[config.mk]
export PLATFORM = sky130hd
export DESIGN_NAME = gcd_lcm_sequencer
export DESIGN_NICKNAME = d
export VERILOG_FILES = /design/src/rtl/gcd_lcm_sequencer.sv
export SDC_FILE = /design/constraint.sdc
export NUM_CORES = 1
export LEC_CHECK = 0
export CORE_ASPECT_RATIO = 1.2
export CORE_MARGIN = 10
export CORE_UTILIZATION = 43
export DETAILED_ROUTE_END_ITERATION = 8
export GPL_TIMING_DRIVEN = 0
export PLACE_DENSITY = 0.67
export SKIP_CTS_REPAIR_TIMING = 1
export SLEW_MARGIN = 20
export SYNTH_ARGS = -nofsm -noshare
export SYNTH_HDL_FRONTEND = slang
export SYNTH_SLANG_ARGS = --single-unit
[constraint.sdc]
create_clock -name clk -period 6.3 [get_ports clk]
set_clock_uncertainty 0.1 [all_clocks]
set_input_delay 1.89 -clock clk [delete_from_list [all_inputs] [get_ports clk]]
set_output_delay 1.89 -clock clk [all_outputs]
set_load 0.05 [all_outputs]
[src/rtl/gcd_lcm_sequencer.sv]
// Multi-cycle GCD/LCM engine that stalls the CPU while iterating and returns one regfile write.
// Optional overflow flag on the LCM multiply: define GCDLCM_OVF_EN to add the ovf port.
module gcd_lcm_sequencer #(
  parameter int WIDTH = 32,
  parameter int RD_W  = 5
) (
  input  logic             clk,
  input  logic             reset,
  input  logic             start,
  input  logic             op,
  input  logic [WIDTH-1:0] rs1_val,
  input  logic [WIDTH-1:0] rs2_val,
  input  logic [RD_W-1:0]  rd_in,
  output logic             stall,
  output logic             busy,
  output logic             done,
  output logic             rd_we,
  output logic [RD_W-1:0]  rd_out,
  output logic [WIDTH-1:0] result
`ifdef GCDLCM_OVF_EN
  ,
  output logic             ovf
`endif
);

  localparam int IW = $clog2(WIDTH);
  localparam logic [IW-1:0]    I_LAST = IW'(WIDTH - 1);
  localparam logic [IW-1:0]    I_ONE  = IW'(1);
  localparam logic [WIDTH-1:0] ONE    = WIDTH'(1);
  localparam logic [WIDTH-1:0] ZERO   = {WIDTH{1'b0}};

  typedef enum logic [2:0] {
    IDLE = 3'd0,
    GCD  = 3'd1,
    DIV  = 3'd2,
    MUL  = 3'd3,
    DONE = 3'd4
  } state_t;

  state_t           state_r;
  logic [WIDTH-1:0] a_r, b_r, orig_a_r, orig_b_r, g_r, rem_r, q_r, acc_r;
  logic             op_r;
  logic [IW-1:0]    i_r;
  logic [WIDTH-1:0] addend_s, mul_acc_s;
`ifdef GCDLCM_OVF_EN
  logic [2*WIDTH-1:0] part_s;
  logic [WIDTH:0]     sum_s;
  logic               mul_ovf_s;
`endif

  // Stall includes the accept cycle so the CPU never advances past the instruction being issued.
  assign stall = ((state_r == IDLE) && start) ||
                 (state_r == GCD) || (state_r == DIV) || (state_r == MUL);
  assign busy  = (state_r != IDLE);
  assign done  = (state_r == DONE);
  assign rd_we = (state_r == DONE);

  // One shift-add multiply step: add orig_b << i when quotient bit i is set.
  always_comb begin
`ifdef GCDLCM_OVF_EN
    part_s    = {{WIDTH{1'b0}}, orig_b_r} << i_r;
    addend_s  = q_r[i_r] ? part_s[WIDTH-1:0] : ZERO;
    sum_s     = {1'b0, acc_r} + {1'b0, addend_s};
    mul_acc_s = sum_s[WIDTH-1:0];
    mul_ovf_s = q_r[i_r] && (sum_s[WIDTH] || (|part_s[2*WIDTH-1:WIDTH]));
`else
    addend_s  = q_r[i_r] ? (orig_b_r << i_r) : ZERO;
    mul_acc_s = acc_r + addend_s;
`endif
  end

  // Sequencer FSM with its datapath registers and registered result/rd.
  always_ff @(posedge clk) begin
    if (reset) begin
      state_r  <= IDLE;
      a_r      <= ZERO;
      b_r      <= ZERO;
      orig_a_r <= ZERO;
      orig_b_r <= ZERO;
      g_r      <= ZERO;
      rem_r    <= ZERO;
      q_r      <= ZERO;
      acc_r    <= ZERO;
      op_r     <= 1'b0;
      i_r      <= {IW{1'b0}};
      rd_out   <= {RD_W{1'b0}};
      result   <= ZERO;
`ifdef GCDLCM_OVF_EN
      ovf      <= 1'b0;
`endif
    end else begin
      case (state_r)
        IDLE: begin
          if (start) begin
            a_r      <= rs1_val;
            b_r      <= rs2_val;
            orig_a_r <= rs1_val;
            orig_b_r <= rs2_val;
            op_r     <= op;
            rd_out   <= rd_in;
`ifdef GCDLCM_OVF_EN
            ovf      <= 1'b0;
`endif
            // A zero operand short-circuits: gcd(x,0) = x, lcm(x,0) = 0.
            if ((rs1_val == ZERO) || (rs2_val == ZERO)) begin
              result  <= op ? ZERO : (rs1_val | rs2_val);
              state_r <= DONE;
            end else begin
              result  <= ZERO;
              state_r <= GCD;
            end
          end else begin
            state_r <= IDLE;
          end
        end
        GCD: begin
          if (a_r > b_r) begin
            a_r <= a_r - b_r;
          end else if (b_r > a_r) begin
            b_r <= b_r - a_r;
          end else begin
            g_r <= a_r;
            if (op_r) begin
              rem_r   <= orig_a_r;
              q_r     <= ZERO;
              state_r <= DIV;
            end else begin
              result  <= a_r;
              state_r <= DONE;
            end
          end
        end
        DIV: begin
          if (rem_r >= g_r) begin
            rem_r <= rem_r - g_r;
            q_r   <= q_r + ONE;
          end else begin
            acc_r   <= ZERO;
            i_r     <= {IW{1'b0}};
            state_r <= MUL;
          end
        end
        MUL: begin
          acc_r <= mul_acc_s;
          i_r   <= i_r + I_ONE;
`ifdef GCDLCM_OVF_EN
          if (mul_ovf_s) begin
            ovf <= 1'b1;
          end
`endif
          if (i_r == I_LAST) begin
            result  <= mul_acc_s;
            state_r <= DONE;
          end
        end
        DONE: begin
          state_r <= IDLE;
        end
        default: begin
          state_r <= IDLE;
        end
      endcase
    end
  end

endmodule
# ---- Word-level counts from Yosys, hierarchy flattened
# Index checks and enable logic that the tools add are counted.
dict set report totals {
  output_inout_bits 41
  reg_bits 302
  inputBits 73
}
dict set report classes {
  n_addsub 6
  reduce_logical 21
  n_shift 1
  eq_ne 15
  n_lt_le_gt_ge 4
  bitwise_logic 3
  mux 40
}
# operator n
set op_table {}
lappend op_table {{$mux W32} 22}
lappend op_table {{$pmux W32 S2} 5}
lappend op_table {{$pmux W32 S3} 1}
lappend op_table {{$sub A32 B32 Y32} 3}
lappend op_table {{$gt A32 B32 Y1} 2}
lappend op_table {{$logic_not A32 Y1} 2}
lappend op_table {{$add A32 B1 Y32 const B} 1}
lappend op_table {{$add A32 B32 Y32} 1}
lappend op_table {{$ge A32 B32 Y1} 1}
lappend op_table {{$or A32 B32 Y32} 1}
lappend op_table {{$shl A32 B5 Y32} 1}
lappend op_table {{$mux W3} 7}
lappend op_table {{$ne A2 B2 Y1 const B} 6}
lappend op_table {{$pmux W3 S4} 1}
lappend op_table {{$pmux W5 S2} 1}
lappend op_table {{$ne A2 B1 Y1 const B} 4}
lappend op_table {{$reduce_and A4 Y1} 2}
lappend op_table {{$eq A3 B2 Y1 const B} 2}
lappend op_table {{$lt A5 B6 Y1 const B} 1}
lappend op_table {{$reduce_and A3 Y1} 2}
lappend op_table {{$reduce_and A6 Y1} 1}
lappend op_table {{$reduce_bool A2 Y1} 3}
lappend op_table {{$reduce_bool A3 Y1} 2}
lappend op_table {{$add A5 B1 Y5 const B} 1}
lappend op_table {{12 further kinds} 17}

# ---- Logic depth before layout (Yosys ltp)
dict set report logic_depth {
  ltp_word 6
  mapped_depth 22
  depth_no_buf 19
}

# ---- Worst setup path after synthesis
# No wires, ideal clock.
dict set report synth_path {
  path_kind {input-to-output}
  from {input port start}
  to {output port stall}
  path_slack_ns 1.734
  path_stages 2
  required_ns 4.310
  arrival_ns 2.576
  path_cell_list {nor3_1 -> nor2_1}
}
dict set report synth_via {
  elab_chain_cells 4
}
# item line
set synth_rtl {}
lappend synth_rtl {{start, declared} 9} ;# input logic start,
lappend synth_rtl {{$logic_and A1 B1 Y1} 52} ;# assign stall = ((state_r == IDLE) && start) ||
lappend synth_rtl {{$logic_or A1 B1 Y1} 52}
lappend synth_rtl {{$logic_or A1 B1 Y1 (2 in series)} 53} ;# (state_r == GCD) || (state_r == DIV) || (state_r == MUL);
lappend synth_rtl {{end, declared} 14} ;# output logic stall,
# Every way passes these cells.

# ---- Worst setup path after layout
dict set report layout_path {
  from {register i_r[1]}
  to {register result[16]}
}
dict set report layout_via {
  elab_chain_cells 6
  elab_cells_between_ends 10
  classes_between {1 x add/sub; 2 x eq/ne; 1 x shift; 5 x mux; 1 x reduce/logical}
}
# item line
set layout_rtl {}
lappend layout_rtl {{start, declared} 43} ;# logic [IW-1:0] i_r;
lappend layout_rtl {{start signal, assigned} 85} ;# i_r <= {IW{1'b0}};
lappend layout_rtl {{start signal, assigned} 139} ;# i_r <= {IW{1'b0}};
lappend layout_rtl {{start signal, assigned} 145} ;# i_r <= i_r + I_ONE;
lappend layout_rtl {{$bmux W1 S5} 67} ;# addend_s = q_r[i_r] ? (orig_b_r << i_r) : ZERO;
lappend layout_rtl {{$mux W1 (implied by the code)} 67}
lappend layout_rtl {{$mux W32} 67}
lappend layout_rtl {{$add A32 B32 Y32} 68} ;# mul_acc_s = acc_r + addend_s;
lappend layout_rtl {{$mux W32} 151} ;# if (i_r == I_LAST) begin
lappend layout_rtl {{$pmux W32 S3} 92} ;# case (state_r)
lappend layout_rtl {{end signal, assigned} 106} ;# result <= op ? ZERO : (rs1_val | rs2_val);
lappend layout_rtl {{end signal, assigned} 128} ;# result <= a_r;
lappend layout_rtl {{end signal, assigned} 152} ;# result <= mul_acc_s;
lappend layout_rtl {{end, declared} 19} ;# output logic [WIDTH-1:0] result
# Parallel ways exist; a longest one is shown, timed or not. The select of a mux whose other input is x is not followed.
# A chain may end at the register's enable or synchronous reset.

==> flow_summary.yaml <==
outcome:
  status: "finished clean"
worst_setup_path:
  path_max_fanout: 10
  arrival_ps: 6390
  worstSetupPathType: "reg2reg"
  end_kind: "flop"
  worstPathRequired_ps: 6660
  start_kind: "flop"
yosys:
  yosys_register_bits: 302
  synth_edf_count: 0
  syn_inst: 2859
  synth_cell_types: 94
  synth_flop_cell: "dfxtp_1"
  synth-seq-area-share_pct: 28.0
  synth_fp_nets: 3066
  syn_area_mm2: 0.0216
  synth_area_per_cell_um2: 7.55
  synth_warnings: 0
  synthArstFlopShare_pct: 0
route:
  routed_wl_um: 95300
  drc: 0
  wl_per_cell_um: 26.0
  avgViaCountPerCell: 6.21
  ant_nets: 0
  drt_iter0_drc: 2379
  drtPass1Iterations: 6
  vias: 22800
sta:
  fin_ws_ps: 268
  setup_viol: 0
  fmax_mhz: 166
  rsz0062_at_grt: "no"
  timing.hold.ws_ps: 356
  worst_pin_slew_ps: 1110
  fin_setup_tns_ps: 0
  final.period_utilization_pct: 95.8
  finalCriticalPeriod_ps: 6030
  slew_viol_final: 0
  timing_hold_violations_final: 0
  slew_headroom_pct: 25.3
clock_network:
  clockBufferDepth: 3
  h-tree-depth: 2
  root_buffer: "clkbuf_16"
  clk_latency_ps: 570
  cts_tree: "yes"
  clk_pin_slew_ps: 70
  clock-sinks: 302
  cts_buffers: 35
floorplan:
  row_count: 89
  core-area_mm2: 0.0494
  die_area_mm2: 0.0596
  io_pins: 114
  die_h_um: 265
  start_util_pct: 43.7
  die_w_um: 225
pwr:
  p_leak_nw: 9.17
  power.density_mw_per_mm2: 625
  p_clk_share_pct: 13.4
  p_int_mw: 7.33
  ir_worst_vdd_uv: 629
  combPwrFrac_pct: 68.1
  p_sw_mw: 8.07
  swShare_pct: 52.4
  p_seq_share_pct: 18.5
grt:
  overflow: 0
  grt_pass1_vias: 21500
  grt_usage_pct: 30.8
  grt_max_degree: 13
  antenna_found_initial: 0
  grt_pass1_wl_um: 138000
place:
  pre_cts_slack_ps: 309
  place_congestion: 1.04
  dp_hpwl_um: 76200
  place_area_mm2: 0.0235
  place.port_buffers: 112
hold_path:
  worst_hold_path_type: "reg2reg"
final_layout:
  fin_util_pct: 49.8
  drive_gt1_share_pct: 6.54
  final_nets: 3215
  n_antenna_cell: 0
  fill_cells: 4945
  area_growth_pct: 14.1
  fin_area_mm2: 0.0246
run:
  cap_viol_max_count: 0
==> sequential cells by signal (all words and copies together), names as in the netlist, 32 cells and up <==
name and count:
rem_r 32, g_r 32, a_r 32, orig_b_r 32, result 32, q_r 32
acc_r 32, b_r 32, orig_a_r 32
==> cell families after synthesis <==
group,Yosys count,share of synthesized area (%)
buf+inv,333,6.29
simple gates,994,20.2
fa+ha+maj,134,7.91
flops,302,28.0
compound gates,859,26.3
mux,113,6.28
xor+xnor,124,5.03
==> cells in the final DEF (no fill, tap or decap), types with 33 or more instances in the layout <==
cell	count
buf_2	36
clkbuf_1	129
ha_1	130
nor2_1	366
dfxtp_1	302
xor2_1	34
inv_1	147
a31oi_1	39
nand4_1	33
a211oi_1	84
nor3_1	37
clkbuf_16	36
a21o_1	44
mux2i_1	77
clkdlybuf4s50_1	112
a311oi_1	42
o21ai_0	129
nand2_1	383
xnor2_1	90
a21oi_1	320
==> worst max-delay path, cell delays in order, from the launching register on <==
cell      delay, ps
dfxtp_1         380
buf_4           230
buf_2           310
buf_1           480
buf_2           370
mux2i_1         310
nand2_1         110
nand2_1          90
nor2_1           40
a21oi_1         530
nor2_1          180
ha_1            410
nand3_1         160
nor2_1          140
o31ai_1         110
a31o_2          280
a211oi_2        460
nor2_1          110
xnor2_1         550
a221oi_1        280
a211oi_1        290
==> power groups by stage <==
stage / logic, mW / registers (mW) / clock network [mW]
after CTS: 10.2 / 2.81 / 2.07
final: 10.5 / 2.85 / 2.07
after floorplan: 7.17 / 2.83 / 0
after detailed placement: 10.2 / 2.85 / 0
after global routing: 11.3 / 2.85 / 2.15
after global placement: 10.1 / 2.83 / 0
==> stage by stage <==
stage               total power [mW]  cells
finish                          15.4   3666
CTS                             15.1   3666
floorplan                       10.0   2859
detailed placement              13.0   3608
global placement                13.0   3608
global route                    16.3   3666
==> final timing paths <==
check / end / start / cells after the start / slack, ps
max: result[16] / i_r[1] / 20 / 270
min: rd_out[3] / rd_out[3] / 2 / 360
min reg2reg: rd_out[3] / rd_out[3] / 2 / 360
max reg2reg: result[16] / i_r[1] / 20 / 270
==> area by class of cell <==
class / count / area, um^2 / area share (%)
Tap cell: 637 / 797 / 3.24
Timing Repair Buffer: 112 / 1120 / 4.55
Inverter: 147 / 552 / 2.24
Sequential cell: 302 / 6050 / 24.6
Multi-Input combinational cell: 2224 / 14200 / 57.6
Clock buffer: 51 / 1060 / 4.29
Clock inverter: 7 / 56.3 / 0.229
Buffer: 186 / 807 / 3.28
==> synth_stat cells, types with 20 or more instances <==
cell type,number,area [um^2]
nand2b_1,20,125
mux2_2,20,225
buf_2,36,180
nor4_1,21,131
nand3_1,25,125
nor3_1,37,185
nand2_1,383,1440
nor2b_1,21,131
xnor2_1,90,788
a211oi_1,85,638
a21oi_1,320,1600
a21o_1,44,330
dfxtp_1,302,6050
clkbuf_1,124,465
a31oi_1,39,244
ha_1,130,1630
mux2i_1,77,771
xor2_1,34,298
inv_1,147,552
a311oi_1,42,368
o21bai_1,22,165
o21ai_0,129,646
nor2_1,366,1370
nand4_1,33,206
==> per-layer routing <==
metal / vias up / global-route usage (%) / routed length, um
li1: 10400 / - / -
met3: 348 / 6.12 / 7880
met2: 1156 / 50.4 / 43500
met4: 0 / 21.7 / 7660
met5: - / 0 / 0
met1: 10800 / 35.5 / 36200
(Power assumes the default switching activity.)
